**src/rtl/rf_wb_arbiter.sv**
```systemverilog
// Register-file write-port owner: clears x1..x(2**AW-1) after reset, then round-robin
// arbitrates ALU (req0) and load (req1) writebacks onto a registered A3/WD3/WE3.
module rf_wb_arbiter #(
  parameter int               XLEN           = 32,
  parameter int               AW             = 5,
  parameter int               CLEAR_ON_RESET = 1,
  parameter logic [XLEN-1:0]  CLEAR_VAL      = '0
) (
  input  logic            clk,
  input  logic            rst_n,
  input  logic            req0_valid,
  input  logic [AW-1:0]   req0_addr,
  input  logic [XLEN-1:0] req0_data,
  output logic            req0_ready,
  input  logic            req1_valid,
  input  logic [AW-1:0]   req1_addr,
  input  logic [XLEN-1:0] req1_data,
  output logic            req1_ready,
  output logic [1:0]      grant,
  output logic [AW-1:0]   wa3,
  output logic [XLEN-1:0] wd3,
  output logic            we3,
  output logic            init_done
);

  typedef enum logic {ST_CLEAR, ST_RUN} state_t;
  localparam state_t ST_RST = (CLEAR_ON_RESET != 0) ? ST_CLEAR : ST_RUN;

  state_t          state_q, state_d;
  logic [AW-1:0]   cnt_q, cnt_d;
  logic            last1_q, last1_d;
  logic            init_q, init_d;
  logic            we_p1, we_d;
  logic [AW-1:0]   wa_p1, wa_d;
  logic [XLEN-1:0] wd_p1, wd_d;
  logic [1:0]      grant_p1, grant_d;
  logic            pick1;
  logic            rdy0, rdy1;
  logic [AW-1:0]   sel_addr;
  logic [XLEN-1:0] sel_data;

  // req1 wins when alone, or when both ask and req0 was granted last
  assign pick1    = req1_valid & (~req0_valid | ~last1_q);
  assign sel_addr = pick1 ? req1_addr : req0_addr;
  assign sel_data = pick1 ? req1_data : req0_data;

  always_comb begin
    state_d = state_q;
    cnt_d   = cnt_q;
    last1_d = last1_q;
    init_d  = init_q;
    we_d    = 1'b0;
    wa_d    = wa_p1;
    wd_d    = wd_p1;
    grant_d = 2'b00;
    rdy0    = 1'b0;
    rdy1    = 1'b0;
    unique case (state_q)
      ST_CLEAR: begin
        // counter wraps to zero after issuing the top register: clear is complete
        if (cnt_q == '0) begin
          state_d = ST_RUN;
          init_d  = 1'b1;
        end else begin
          we_d  = 1'b1;
          wa_d  = cnt_q;
          wd_d  = CLEAR_VAL;
          cnt_d = cnt_q + 1'b1;
        end
      end
      ST_RUN: begin
        init_d = 1'b1;
        rdy1   = pick1;
        rdy0   = req0_valid & ~pick1;
        if (rdy0 | rdy1) begin
          grant_d = {rdy1, rdy0};
          wa_d    = sel_addr;
          wd_d    = sel_data;
          we_d    = |sel_addr;
          last1_d = rdy1;
        end
      end
      default: ;
    endcase
  end

  // stage p1: registered write port toward reg_file
  always_ff @(posedge clk or negedge rst_n) begin
    if (!rst_n) begin
      state_q  <= ST_RST;
      cnt_q    <= {{(AW-1){1'b0}}, 1'b1};
      last1_q  <= 1'b1;
      init_q   <= 1'b0;
      we_p1    <= 1'b0;
      wa_p1    <= '0;
      wd_p1    <= '0;
      grant_p1 <= 2'b00;
    end else begin
      state_q  <= state_d;
      cnt_q    <= cnt_d;
      last1_q  <= last1_d;
      init_q   <= init_d;
      we_p1    <= we_d;
      wa_p1    <= wa_d;
      wd_p1    <= wd_d;
      grant_p1 <= grant_d;
    end
  end

  assign req0_ready = rdy0;
  assign req1_ready = rdy1;
  assign grant      = grant_p1;
  assign wa3        = wa_p1;
  assign wd3        = wd_p1;
  assign we3        = we_p1;
  assign init_done  = init_q;

endmodule

```
**config.mk**
```make
export PLATFORM = sky130hd
export DESIGN_NAME = rf_wb_arbiter
export DESIGN_NICKNAME = d
export VERILOG_FILES = /design/src/rtl/rf_wb_arbiter.sv
export SDC_FILE = /design/constraint.sdc
export NUM_CORES = 1
export LEC_CHECK = 0
export CORE_UTILIZATION = 42
export CTS_CLUSTER_SIZE = 24
export DETAILED_ROUTE_END_ITERATION = 7
export PLACE_DENSITY = 0.85
export SYNTH_ARGS = -nofsm -noshare
export SYNTH_HDL_FRONTEND = slang
export SYNTH_SLANG_ARGS = --single-unit
```
**constraint.sdc**
```tcl
create_clock -name clk -period 3.9 [get_ports clk]
set_input_delay 0.78 -clock clk [delete_from_list [all_inputs] [get_ports clk]]
set_output_delay 0.78 -clock clk [all_outputs]
set_load 0.02 [all_outputs]
```
==> results.py, run 1 <==
metrics = {
    "status": {
        "status": "complete, no violations",
    },
    "clocking": {
        "tritoncts": "built",
        "cts.htree.levels": 2,
        "cts-root-to-sink-buffers": 2,
        "worst_path_clk_slew_ps": 90,
        "cts.repair.resized": 0,
        "numClockSinks": 48,
        "clk_latency_ps": 290,
        "ctsHoldBuffers": 0,
        "total_clock_buffers_created_by_cts": 5,
        "cts_post_setup_buffers_inserted": 0,
        "ctsRootBufferMaster": "clkbuf_8",
    },
    "die": {
        "ioPinCount": 121,
        "core_area_um2": 5107,
        "die_width_um": 74.94,
        "row_count": 26,
        "die_y_um": 74.94,
        "floorplan.initialDensity": 0.4375,
        "dieArea_um2": 5616,
    },
    "sta": {
        "setup-tns-final_ps": 0,
        "report.final.setup_viol": 0,
        "fmax_ghz": 0.2956,
        "finalCritPeriodShare": 0.8675,
        "slew-limit-headroom": 0.3197,
        "final-max-slew-violation-count": 0,
        "clock-skew-final_ps": 14.43,
        "hold_viol_final": 0,
        "setup_repair_after_global_routing_missed_its_margin": "no",
        "max_slew.worst_pin.slew_ps": 1020,
        "timing.final.crit_period_ps": 3383,
    },
    "setup_path": {
        "setup.worst_path.end_class": "primary output",
        "required_ps": 3120,
        "crit_arrival_ps": 2600,
        "critical_path.reg2reg.endpoint": "wd3[24]",
        "rr_worst_depth": 6,
        "largest_fanout_of_any_net_on_the_critical_path": 20,
        "crit_type": "in -> out",
        "worst_r2r_startpoint": "cnt_q[1]",
        "cp-start-kind": "input port",
        "ff_to_ff_setup_slack_ps": 1690,
    },
    "detailed_routing": {
        "avgViaCountPerCell": 5.680,
        "wire_per_inst_um": 17.08,
        "vias": 2113,
        "ant_nets": 0,
        "firstDrtPassIters": 5,
        "remaining_drc_errors": 0,
        "wl_final_mm": 6.352,
        "detailedRoute.firstIterationViolations": 188,
    },
    "yosys": {
        "synthesis.area_um2": 2235,
        "synth.net_count": 266,
        "yosysWarningCount": 0,
        "ys_dominant_reg_cell": "dfrtp_1",
        "postSynthAreaPerCell_um2": 12.01,
        "synth.lib_cells_used.distinct": 31,
        "synth-async-reset-ratio": 1.000,
        "synth_cells": 186,
        "synth_edf_count": 0,
        "ys_seq_area_frac": 0.5386,
        "synth.ff_latch_count": 48,
    },
    "min_path": {
        "hold_start": "init_done",
        "capture_endpoint_of_the_worst_hold_path": "init_done",
        "worstHoldPathCells": 1,
        "worst_hold_path_type": "reg -> reg",
    },
    "cells_and_area": {
        "drive_above_1_share": 0.07285,
        "nNetsFinal": 381,
        "antenna-diode-count": 0,
        "layout.core_utilization": 0.6989,
        "final_cell_area_um2": 3570,
        "area_delta_synth_final_pct": 59.74,
    },
    "power": {
        "total_leakage_power_nw": 1.343,
        "max-vdd-ir-drop_mv": 0.2151,
        "powerDensity_nw_per_um2": 347.1,
    },
    "grt": {
        "groute.usage.overall": 0.2368,
        "grt_first_pass_wirelength_mm": 9.915,
        "grt_max_degree": 49,
        "grt_overflow": 0,
        "grt_pass1_vias": 2019,
        "antenna_found_initial": 0,
    },
    "place": {
        "io_buffers": 120,
        "gp_routability_congestion": 0.8559,
        "placed_area_um2": 3488,
        "hpwl_mm": 4.557,
    },
    "job": {
        "drv.max_cap_violation_count": 0,
    },
}
[cells by family after synthesis]
| family | share of synthesized area |
|---|---|
| DFF | 0.5386 |
| xor gates and xnor gates | 0.01568 |
| buffers and inverters | 0.05375 |
| and+or+nand+nor | 0.05823 |
| AOI/OAI and AO/OA | 0.3225 |
| adders and majority gates | 0.01120 |
[per-layer routing]
layer	vias up	share of wire	GRT usage
li1	990	-	-
met1	1026	0.43	0.3086
met2	91	0.50	0.3864
met3	6	0.064	0.06560
met4	0	0.0093	0.07128
met5	-	0	0
[sequential cells by signal, indices dropped and copies added (netlist names)]
| register | cells |
|---|---|
| wd3 | 32 |
| cnt_q | 5 |
| wa3 | 5 |
| grant | 2 |
| init_done | 1 |
| last1_q | 1 |
| state_q | 1 |
| we3 | 1 |
[layout make-up]
class	count	area, µm²
clock buffers	7	76.32
clock inverters	1	5.005
fillers	404	1538
inverters	5	18.77
multi-input cells	113	922.1
flip-flops and latches	48	1204
well taps	70	87.58
repair buffers	128	1256
[worst max-delay path: stages]
cell and delay (ps):
clkdlybuf4s50_1 540, a21boi_4 220, buf_4 260, and2_1 200, clkdlybuf4s50_1 610
[worst max-delay path by stage]
stage / startpoint / cells past startpoint / end
finish: req1_valid / 5 / req1_ready
global route: req1_valid / 5 / req1_ready
CTS: req1_valid / 5 / req1_ready
detailed placement: req1_valid / 5 / req1_ready
global placement: req1_valid / 5 / req1_ready
floorplan: req0_valid / 3 / req0_ready
[layout by cell type, fill, tap and decap left out, types with 2 or more instances in the layout]
cell	n
o221ai_1	2
nand2_1	4
dfrtp_1	46
ha_1	2
clkbuf_1	2
o211ai_1	4
nor3_1	2
and2_1	3
nand3_1	6
nor2_1	4
o21ai_0	2
clkbuf_8	5
clkdlybuf4s50_1	119
o2bb2ai_1	32
inv_1	5
dfstp_2	2
buf_4	8
a32oi_1	36
xnor2_1	4
[power breakdown]
group          internal, W  switching (W)  total, W  leakage [nW]
combinational     0.000206       0.000176  0.000382         0.722
clock             0.000126       0.000151  0.000277        0.0422
sequential        0.000551      0.0000298  0.000580         0.579
[cell usage after synthesis (2+ instances only)]
master / number / area, µm²
a32oi_1: 36 / 315.3
and2_1: 3 / 18.77
buf_2: 3 / 15.01
buf_6: 3 / 33.78
clkbuf_1: 13 / 48.80
dfrtp_1: 46 / 1151
dfstp_2: 2 / 52.55
ha_1: 2 / 25.02
inv_1: 5 / 18.77
nand2_1: 4 / 15.01
nand3_1: 6 / 30.03
nor2_1: 4 / 15.01
nor3_1: 2 / 10.01
o211ai_1: 4 / 30.03
o21ai_0: 2 / 10.01
o221ai_1: 2 / 17.52
o2bb2ai_1: 32 / 280.3
xnor2_1: 4 / 35.03
[metrics by stage]
stage	power, W	setup slack (ps)	hold WS [ps]	cells
3_3_place_gp	0.0009668	579.6	456.2	364
5_1_grt	0.001305	440.1	503.5	372
2_1_floorplan	0.0007478	1592	447.1	186
3_5_place_dp	0.0009725	527.2	461.6	364
4_1_cts	0.001258	519.4	482.9	372
6_report	0.001239	516.6	473.4	372
(Power assumes the default switching activity.)
==> inputs of run 2 (changes only) <==
Settings changed: CORE_ASPECT_RATIO set to 0.6, TNS_END_PERCENT set to 10.
==> results.py, run 2 (same netlist as run 1, synthesis figures left out) <==
metrics = {
    "place": {
        "hpwl_mm": 4.547,
        "gp_routability_congestion": 0.8288,
        "placedCellCount": 359,
        "io_buffers": 120,
    },
    "grt": {
        "grt_overflow": 0,
        "groute.usage.overall": 0.2376,
        "grt_max_degree": 49,
        "grt_first_pass_wirelength_mm": 9.977,
        "grt_pass1_vias": 1996,
        "antenna_found_initial": 0,
    },
    "clocking": {
        "tritoncts": "built",
        "total_clock_buffers_created_by_cts": 5,
        "numClockSinks": 48,
        "cts.htree.levels": 2,
        "cts-root-to-sink-buffers": 2,
        "ctsHoldBuffers": 0,
        "worst_path_clk_slew_ps": 80,
        "clk_latency_ps": 290,
        "cts.repair.resized": 0,
        "ctsRootBufferMaster": "clkbuf_8",
        "cts_post_setup_buffers_inserted": 0,
    },
    "die": {
        "die_y_um": 58.50,
        "row_count": 20,
        "dieArea_um2": 5626,
        "floorplan.initialDensity": 0.4399,
        "core_area_um2": 5080,
        "die_width_um": 96.17,
        "ioPinCount": 121,
    },
    "power": {
        "max-vdd-ir-drop_mv": 0.1844,
        "total_leakage_power_nw": 1.338,
        "powerDensity_nw_per_um2": 348.0,
    },
    "min_path": {
        "worstHoldPathCells": 1,
        "hold_start": "init_done",
        "capture_endpoint_of_the_worst_hold_path": "init_done",
        "worst_hold_path_type": "reg -> reg",
    },
    "cells_and_area": {
        "nNetsFinal": 380,
        "seqCellArea_um2": 1204,
        "area_delta_synth_final_pct": 59.18,
        "mostFrequentLayoutCell": "clkdlybuf4s50_1",
        "drive_above_1_share": 0.06977,
        "multiInputGateArea_um2": 922.1,
        "fill_cells": 401,
        "most-common-layout-cells": "119 x clkdlybuf4s50_1, 46 x dfrtp_1, 36 x a32oi_1, 32 x o2bb2ai_1, 7 x buf_4",
        "antenna-diode-count": 0,
        "largest_register_ff_count": 32,
        "post_route_non_filler_standard_cell_count": 367,
    },
    "sta": {
        "clock-skew-final_ps": 6.005,
        "finalCritPeriodShare": 0.8394,
        "fmax_ghz": 0.3055,
        "slew-limit-headroom": 0.3267,
        "max_slew.worst_pin.slew_ps": 1010,
        "final-max-slew-violation-count": 0,
        "report.final.setup_viol": 0,
        "hold_viol_final": 0,
        "timing.final.crit_period_ps": 3274,
        "final.hold.worst_slack_ps": 493.5,
        "setup_repair_after_global_routing_missed_its_margin": "no",
        "setup-tns-final_ps": 0,
    },
    "detailed_routing": {
        "vias": 2103,
        "wl_final_mm": 6.243,
        "ant_nets": 0,
        "remaining_drc_errors": 0,
        "detailedRoute.firstIterationViolations": 120,
        "firstDrtPassIters": 4,
        "avgViaCountPerCell": 5.730,
        "wire_per_inst_um": 17.01,
    },
    "setup_path": {
        "largest_fanout_of_any_net_on_the_critical_path": 11,
        "rr_worst_depth": 6,
        "required_ps": 3120,
        "critical_path.reg2reg.endpoint": "wd3[5]",
        "cp-start-kind": "input port",
        "crit_arrival_ps": 2490,
        "setup.worst_path.end_class": "primary output",
        "worst_r2r_startpoint": "cnt_q[1]",
        "crit_type": "in -> out",
        "ff_to_ff_setup_slack_ps": 1690,
    },
    "job": {
        "drv.max_cap_violation_count": 0,
    },
    "status": {
        "status": "complete, no violations",
    },
}
## run 2: changes by cell type in the layout (fill, tap and decap cells not counted), sizes merged
cell and change:
buf -1
## run 2: stage by stage
| step | setup slack (ps) | instance area, µm² | utilization | power, W |
|---|---|---|---|---|
| detailed placement | 633.9 | 3476 | 0.6842 | 0.0009743 |
| global route | 540.1 | 3557 | 0.7002 | 0.001300 |
| floorplan | 1592 | 2235 | - | 0.0007478 |
| CTS | 632.1 | 3557 | 0.7002 | 0.001249 |
| global placement | 642.5 | 3476 | 0.6842 | 0.0009683 |
| finish | 626.2 | 3557 | 0.7002 | 0.001238 |
## run 2: worst max-delay path by stage
stage	start	end	slack, ps	depth (start not counted)
after CTS	req1_valid	req1_ready	630	4
final	req1_valid	req1_ready	630	4
after detailed placement	req1_valid	req1_ready	630	4
after global placement	req1_valid	req1_ready	640	4
after floorplan	req0_valid	req0_ready	1590	3
after global routing	req1_valid	req1_ready	540	4
## run 2: layer usage
metal  up-vias  GRT usage  routed length (µm)
li1        983          -                   -
met1      1010     0.3431                2953
met2       101     0.3435                2589
met3         9    0.07235                 626
met4         0    0.07463                  74
met5         -          0                   0
## run 2: where the power goes
group | internal [W] | switching [W] | leakage [nW]
clock | 0.000126 | 0.000147 | 0.0422
sequential | 0.000551 | 0.0000321 | 0.579
combinational | 0.000205 | 0.000178 | 0.717
total | 0.000881 | 0.000357 | 1.34
## run 2: area by class of cell
type                    count  share of cell area
well taps                  66             0.02321
inverters                   5            0.005276
flip-flops and latches     48              0.3384
multi-input cells         113              0.2592
clock inverters             1            0.001407
clock buffers               7             0.02146
repair buffers            127              0.3510
## run 2: critical path: stages
cell             delay, ps
clkdlybuf4s50_1        520
a21boi_4               340
and2_1                 230
clkdlybuf4s50_1        620
==> inputs of run 3 (changes only) <==
Settings changed: CORE_UTILIZATION 42 to 35, PLACE_DENSITY 0.85 to 0.75.
Clock period 3.9 ns to 2.8 ns, I/O delays scaled along.
==> results.py, run 3 (same netlist as run 1, synthesis figures left out) <==
metrics = {
    "status": {
        "status": "complete, no violations",
    },
    "detailed_routing": {
        "wire_per_inst_um": 17.42,
        "firstDrtPassIters": 4,
        "remaining_drc_errors": 0,
        "vias": 2144,
        "wl_final_mm": 6.827,
        "avgViaCountPerCell": 5.469,
        "ant_nets": 0,
        "detailedRoute.firstIterationViolations": 56,
    },
    "power": {
        "cell_internal_pwr_w": 0.001239,
        "relative_contribution_of_sequential_cells_to_total_power": 0.464,
        "total_leakage_power_nw": 1.375,
        "power.share.clock": 0.221,
        "power.combinational.fraction": 0.315,
        "switching_share": 0.2917,
        "powerDensity_nw_per_um2": 479.9,
        "max-vdd-ir-drop_mv": 0.2194,
        "power_switching_w": 0.0005102,
    },
    "sta": {
        "final-max-slew-violation-count": 0,
        "final_critical_path_setup_slack_ps": 91.66,
        "report.final.setup_viol": 0,
        "max_slew.worst_pin.slew_ps": 831.7,
        "setup-tns-final_ps": 0,
        "timing.final.crit_period_ps": 2708,
        "hold_viol_final": 0,
        "finalCritPeriodShare": 0.9673,
        "clock-skew-final_ps": 6.922,
        "slew-limit-headroom": 0.4377,
        "setup_repair_after_global_routing_missed_its_margin": "no",
        "final.hold.worst_slack_ps": 219.9,
        "fmax_ghz": 0.3692,
    },
    "clocking": {
        "ctsRootBufferMaster": "clkbuf_8",
        "cts.repair.resized": 0,
        "worst_path_clk_slew_ps": 80,
        "cts.htree.levels": 2,
        "clk_latency_ps": 290,
        "numClockSinks": 48,
        "cts_post_setup_buffers_inserted": 0,
        "cts-root-to-sink-buffers": 2,
        "tritoncts": "built",
        "ctsHoldBuffers": 0,
        "total_clock_buffers_created_by_cts": 5,
    },
    "cells_and_area": {
        "nNetsFinal": 387,
        "post_route_non_filler_standard_cell_count": 392,
        "multiInputGateArea_um2": 922.1,
        "area_delta_synth_final_pct": 63.10,
        "largest_register_ff_count": 32,
        "seqCellArea_um2": 1204,
        "antenna-diode-count": 0,
        "most-common-layout-cells": "119 x clkdlybuf4s50_1, 46 x dfrtp_1, 36 x a32oi_1, 32 x o2bb2ai_1, 13 x buf_4",
        "fill_cells": 533,
        "drive_above_1_share": 0.09091,
        "mostFrequentLayoutCell": "clkdlybuf4s50_1",
    },
    "place": {
        "placedCellCount": 384,
        "io_buffers": 120,
        "pre_cts_ws_ps": 105.8,
        "hpwl_mm": 5.066,
        "gp_routability_congestion": 0.8570,
    },
    "setup_path": {
        "crit_arrival_ps": 2150,
        "largest_fanout_of_any_net_on_the_critical_path": 5,
        "required_ps": 2240,
        "crit_type": "in -> out",
        "setup.worst_path.end_class": "primary output",
        "cp-start-kind": "input port",
    },
    "grt": {
        "grt_first_pass_wirelength_mm": 10.87,
        "antenna_found_initial": 0,
        "groute.usage.overall": 0.2102,
        "grt_max_degree": 40,
        "grt_pass1_vias": 2071,
        "grt_overflow": 0,
    },
    "die": {
        "dieArea_um2": 6719,
        "die_y_um": 63.90,
        "floorplan.initialDensity": 0.3640,
        "ioPinCount": 121,
        "die_width_um": 105.2,
        "core_area_um2": 6138,
        "row_count": 22,
    },
    "job": {
        "drv.max_cap_violation_count": 0,
    },
    "min_path": {
        "worst_hold_path_type": "in -> async",
    },
}
## run 3: cell count changes in the layout (fill, tap and decap cells not counted)
cell,change
buf_4,+6
buf_12,+1
## run 3: stage by stage
stage | area, µm² | power, W | util
after floorplan | 2235 | 0.001042 | -
after global placement | 3563 | 0.001366 | 0.5805
after detailed placement | 3563 | 0.001375 | 0.5805
after CTS | 3645 | 0.001770 | 0.5938
after global routing | 3645 | 0.001837 | 0.5938
final | 3645 | 0.001749 | 0.5938
## run 3: power groups by stage
stage / logic [W] / clock network (W) / registers (W)
6_report: 0.000551 / 0.000386 / 0.000812
5_1_grt: 0.000587 / 0.000429 / 0.000821
4_1_cts: 0.000555 / 0.000403 / 0.000812
3_5_place_dp: 0.000555 / 0 / 0.000820
3_3_place_gp: 0.000545 / 0 / 0.000821
2_1_floorplan: 0.000137 / 0 / 0.000905
## run 3: worst paths after layout
kind | start | to | slack (ps) | cells after the start
worst min register to register | init_done | init_done | 480 | 1
worst max-delay path | req0_valid | req0_ready | 90 | 4
worst max register to register | cnt_q[0] | we3 | 710 | 5
max in group asynchronous | rst_n | cnt_q[0] | 1800 | 2
min in group clk | init_done | init_done | 480 | 1
worst min-delay path | rst_n | grant[1] | 220 | 1
## run 3: layout make-up
| class | instances | area share |
|---|---|---|
| Tap cell | 84 | 0.02884 |
| Clock inverter | 1 | 0.001373 |
| Sequential cell | 48 | 0.3302 |
| Inverter | 5 | 0.005149 |
| Clock buffer | 7 | 0.02094 |
| Multi-Input combinational cell | 113 | 0.2530 |
| Timing Repair Buffer | 134 | 0.3605 |
## run 3: worst max-delay path: stages
cell             delay (ps)
clkdlybuf4s50_1         600
o21ai_0                 180
nor2_1                  180
clkdlybuf4s50_1         630
## run 3: per-layer routing
layer,up-vias,track usage,part of all wire
li1,999,-,-
met1,1041,0.3049,0.49
met2,102,0.3071,0.42
met3,2,0.06531,0.084
met4,0,0.04225,0.0035
met5,-,0,0
==> patch, RTL diff (flow settings as in run 2) <==
Set the parameter `AW` to 3 (it was 5).
--- a/src/rtl/rf_wb_arbiter.sv
+++ b/src/rtl/rf_wb_arbiter.sv
@@ -2,7 +2,7 @@
 // arbitrates ALU (req0) and load (req1) writebacks onto a registered A3/WD3/WE3.
 module rf_wb_arbiter #(
   parameter int               XLEN           = 32,
-  parameter int               AW             = 5,
+  parameter int               AW             = 3,
   parameter int               CLEAR_ON_RESET = 1,
   parameter logic [XLEN-1:0]  CLEAR_VAL      = '0
 ) (
Interface: changed (resized req0_addr, req1_addr and wa3); port bits go from 121 to 115. No check against the original RTL was run, so the function may have changed too.
==> patch against run 2 <==
- global-route usage is 2.6 points lower
- sequential share of layout area is 0.59 points lower
- setup slack better by 98 ps
- design area is 6.7% lower
- via count is 18% lower
- power is 6.8% lower
- core utilization is 1.6 points higher
- routed wire length is 17% lower
- fmax is 3.1% higher
- clock power is 3% higher
- synthesized area is 7.7% lower
- die area is 7.5% lower
- sequential cell count is 4 lower
- sequential power is 8.7% lower
- critical path type unchanged
- highest routed layer unchanged
==> patch: results <==
metrics = {
    "status": {
        "status": "finished, final reports clean",
    },
    "yosys": {
        "synth_area_leaders": "dfrtp_1 51%, mux2i_1 17%, o2bb2ai_1 14%",
        "synth_fa_ha_area_frac": 0.0121,
        "synthTopCellsByCount": "42 x dfrtp_1, 34 x mux2i_1, 32 x o2bb2ai_1",
        "synth-xor-area-share": 0.00425,
        "ys_types": 33,
        "synth-compound-area-share": 0.175,
        "yosysWarnings": 0,
        "synthArstFlopShare": 1.00,
        "synth.area.mux_share": 0.176,
        "synthesis.nets": 234,
        "avgSynthCellArea_um2": 13.1,
        "seq_area_frac_synth": 0.535,
    },
    "clock_network": {
        "htreeDepth": 2,
        "cts-buffers-inserted": 5,
        "root_buffer": "clkbuf_8",
        "clock_path_buffers": 2,
        "post_cts_buffers": 0,
        "post_cts_resized": 0,
        "clk_latency_ps": 280,
        "clkTransAtPathRegs_ps": 70,
    },
    "placement": {
        "post-place-ws_ps": 723,
        "dp_cells": 327,
        "io_buffers": 114,
        "routabilityCongestion": 0.706,
        "dpl_cell_area_um2": 3230,
        "place.detailed.hpwl_mm": 3.94,
    },
    "drt": {
        "drt_first_pass_iters": 4,
        "drt_iter0_drc": 64,
        "routed_wirelength_mm": 5.18,
        "via_per_inst": 5.14,
    },
    "pwr": {
        "irDropWorstVdd_mv": 0.176,
        "p_leak_uw": 0.00132,
    },
    "layout": {
        "n_antenna_cell": 0,
        "final_cell_count_no_fill": 335,
        "drive_gt1_frac": 0.0588,
        "finalNetCount": 347,
        "largest_register_ffs": 32,
    },
    "global_route": {
        "grt_use_total": 0.211,
        "grt_pass1_wl_mm": 8.48,
        "grt_max_degree": 45,
        "grt_pass1_vias": 1765,
        "antenna_found_initial": 0,
    },
    "timing": {
        "timing.slew.headroom": 0.384,
        "fin_skew_ps": 3.22,
    },
    "critical_path": {
        "critPathArrivalTime_ps": 2400,
        "critPathMaxFanout": 5,
        "slowest_stage": "clkdlybuf4s50_1",
        "reg2reg_depth": 6,
        "critPathMaxStageDelay_ps": 610,
    },
    "hold_path": {
        "min_path_type": "reg2reg",
        "hold_depth": 1,
    },
}
## patch: cell count changes after synthesis, sizes merged, moves of 4 or more
cell	delta
a32oi	-36
clkbuf	-10
dfrtp	-4
mux2i	+34
nand3	-6
## patch: final timing paths
path | from | to | slack, ps
max in group asynchronous | rst_n | wd3[29] | 2690
max reg2reg | cnt_q[0] | wa3[2] | 1630
min | wd3[13] | wd3[13] | 490
max | req1_valid | req1_ready | 720
min in group asynchronous | rst_n | wa3[0] | 630
min reg2reg | wd3[13] | wd3[13] | 490
## patch: logic make-up (layout without fill, tap and decap cells)
| group | after synthesis | count (layout) |
|---|---|---|
| AND/OR/NAND/NOR | 17 | 17 |
| XOR/XNOR | 1 | 1 |
| flip-flops | 44 | 44 |
| buffers and inverters | 15 | 129 |
| multiplexers | 36 | 36 |
| AO/OA/AOI/OAI | 43 | 43 |
| adder cells (fa/ha/maj) | 2 | 2 |
## patch: final cells by class
| class | instances | area (µm²) |
|---|---|---|
| Clock buffer | 8 | 90.1 |
| Fill cell | 341 | 1320 |
| Inverter | 3 | 11.3 |
| Multi-Input combinational cell | 99 | 870 |
| Sequential cell | 44 | 1100 |
| Tap cell | 63 | 78.8 |
| Timing Repair Buffer | 118 | 1170 |
## patch: where the power goes
part           switching, µW  internal (µW)
Combinational            153            189
Sequential              28.4            504
Clock                    136            144
## patch: per-layer routing
metal / share of wire / up-vias / track usage
met5: 0 / - / 0
met3: 0.11 / 5 / 0.0827
met2: 0.43 / 77 / 0.314
met1: 0.46 / 815 / 0.291
met4: 0.0066 / 0 / 0.0513
li1: - / 825 / -
## patch: worst max-delay path: cells and delay by family
family          cells  cell delay, ps
compound gates      1             260
simple gates        1             180
buf+inv             2            1180
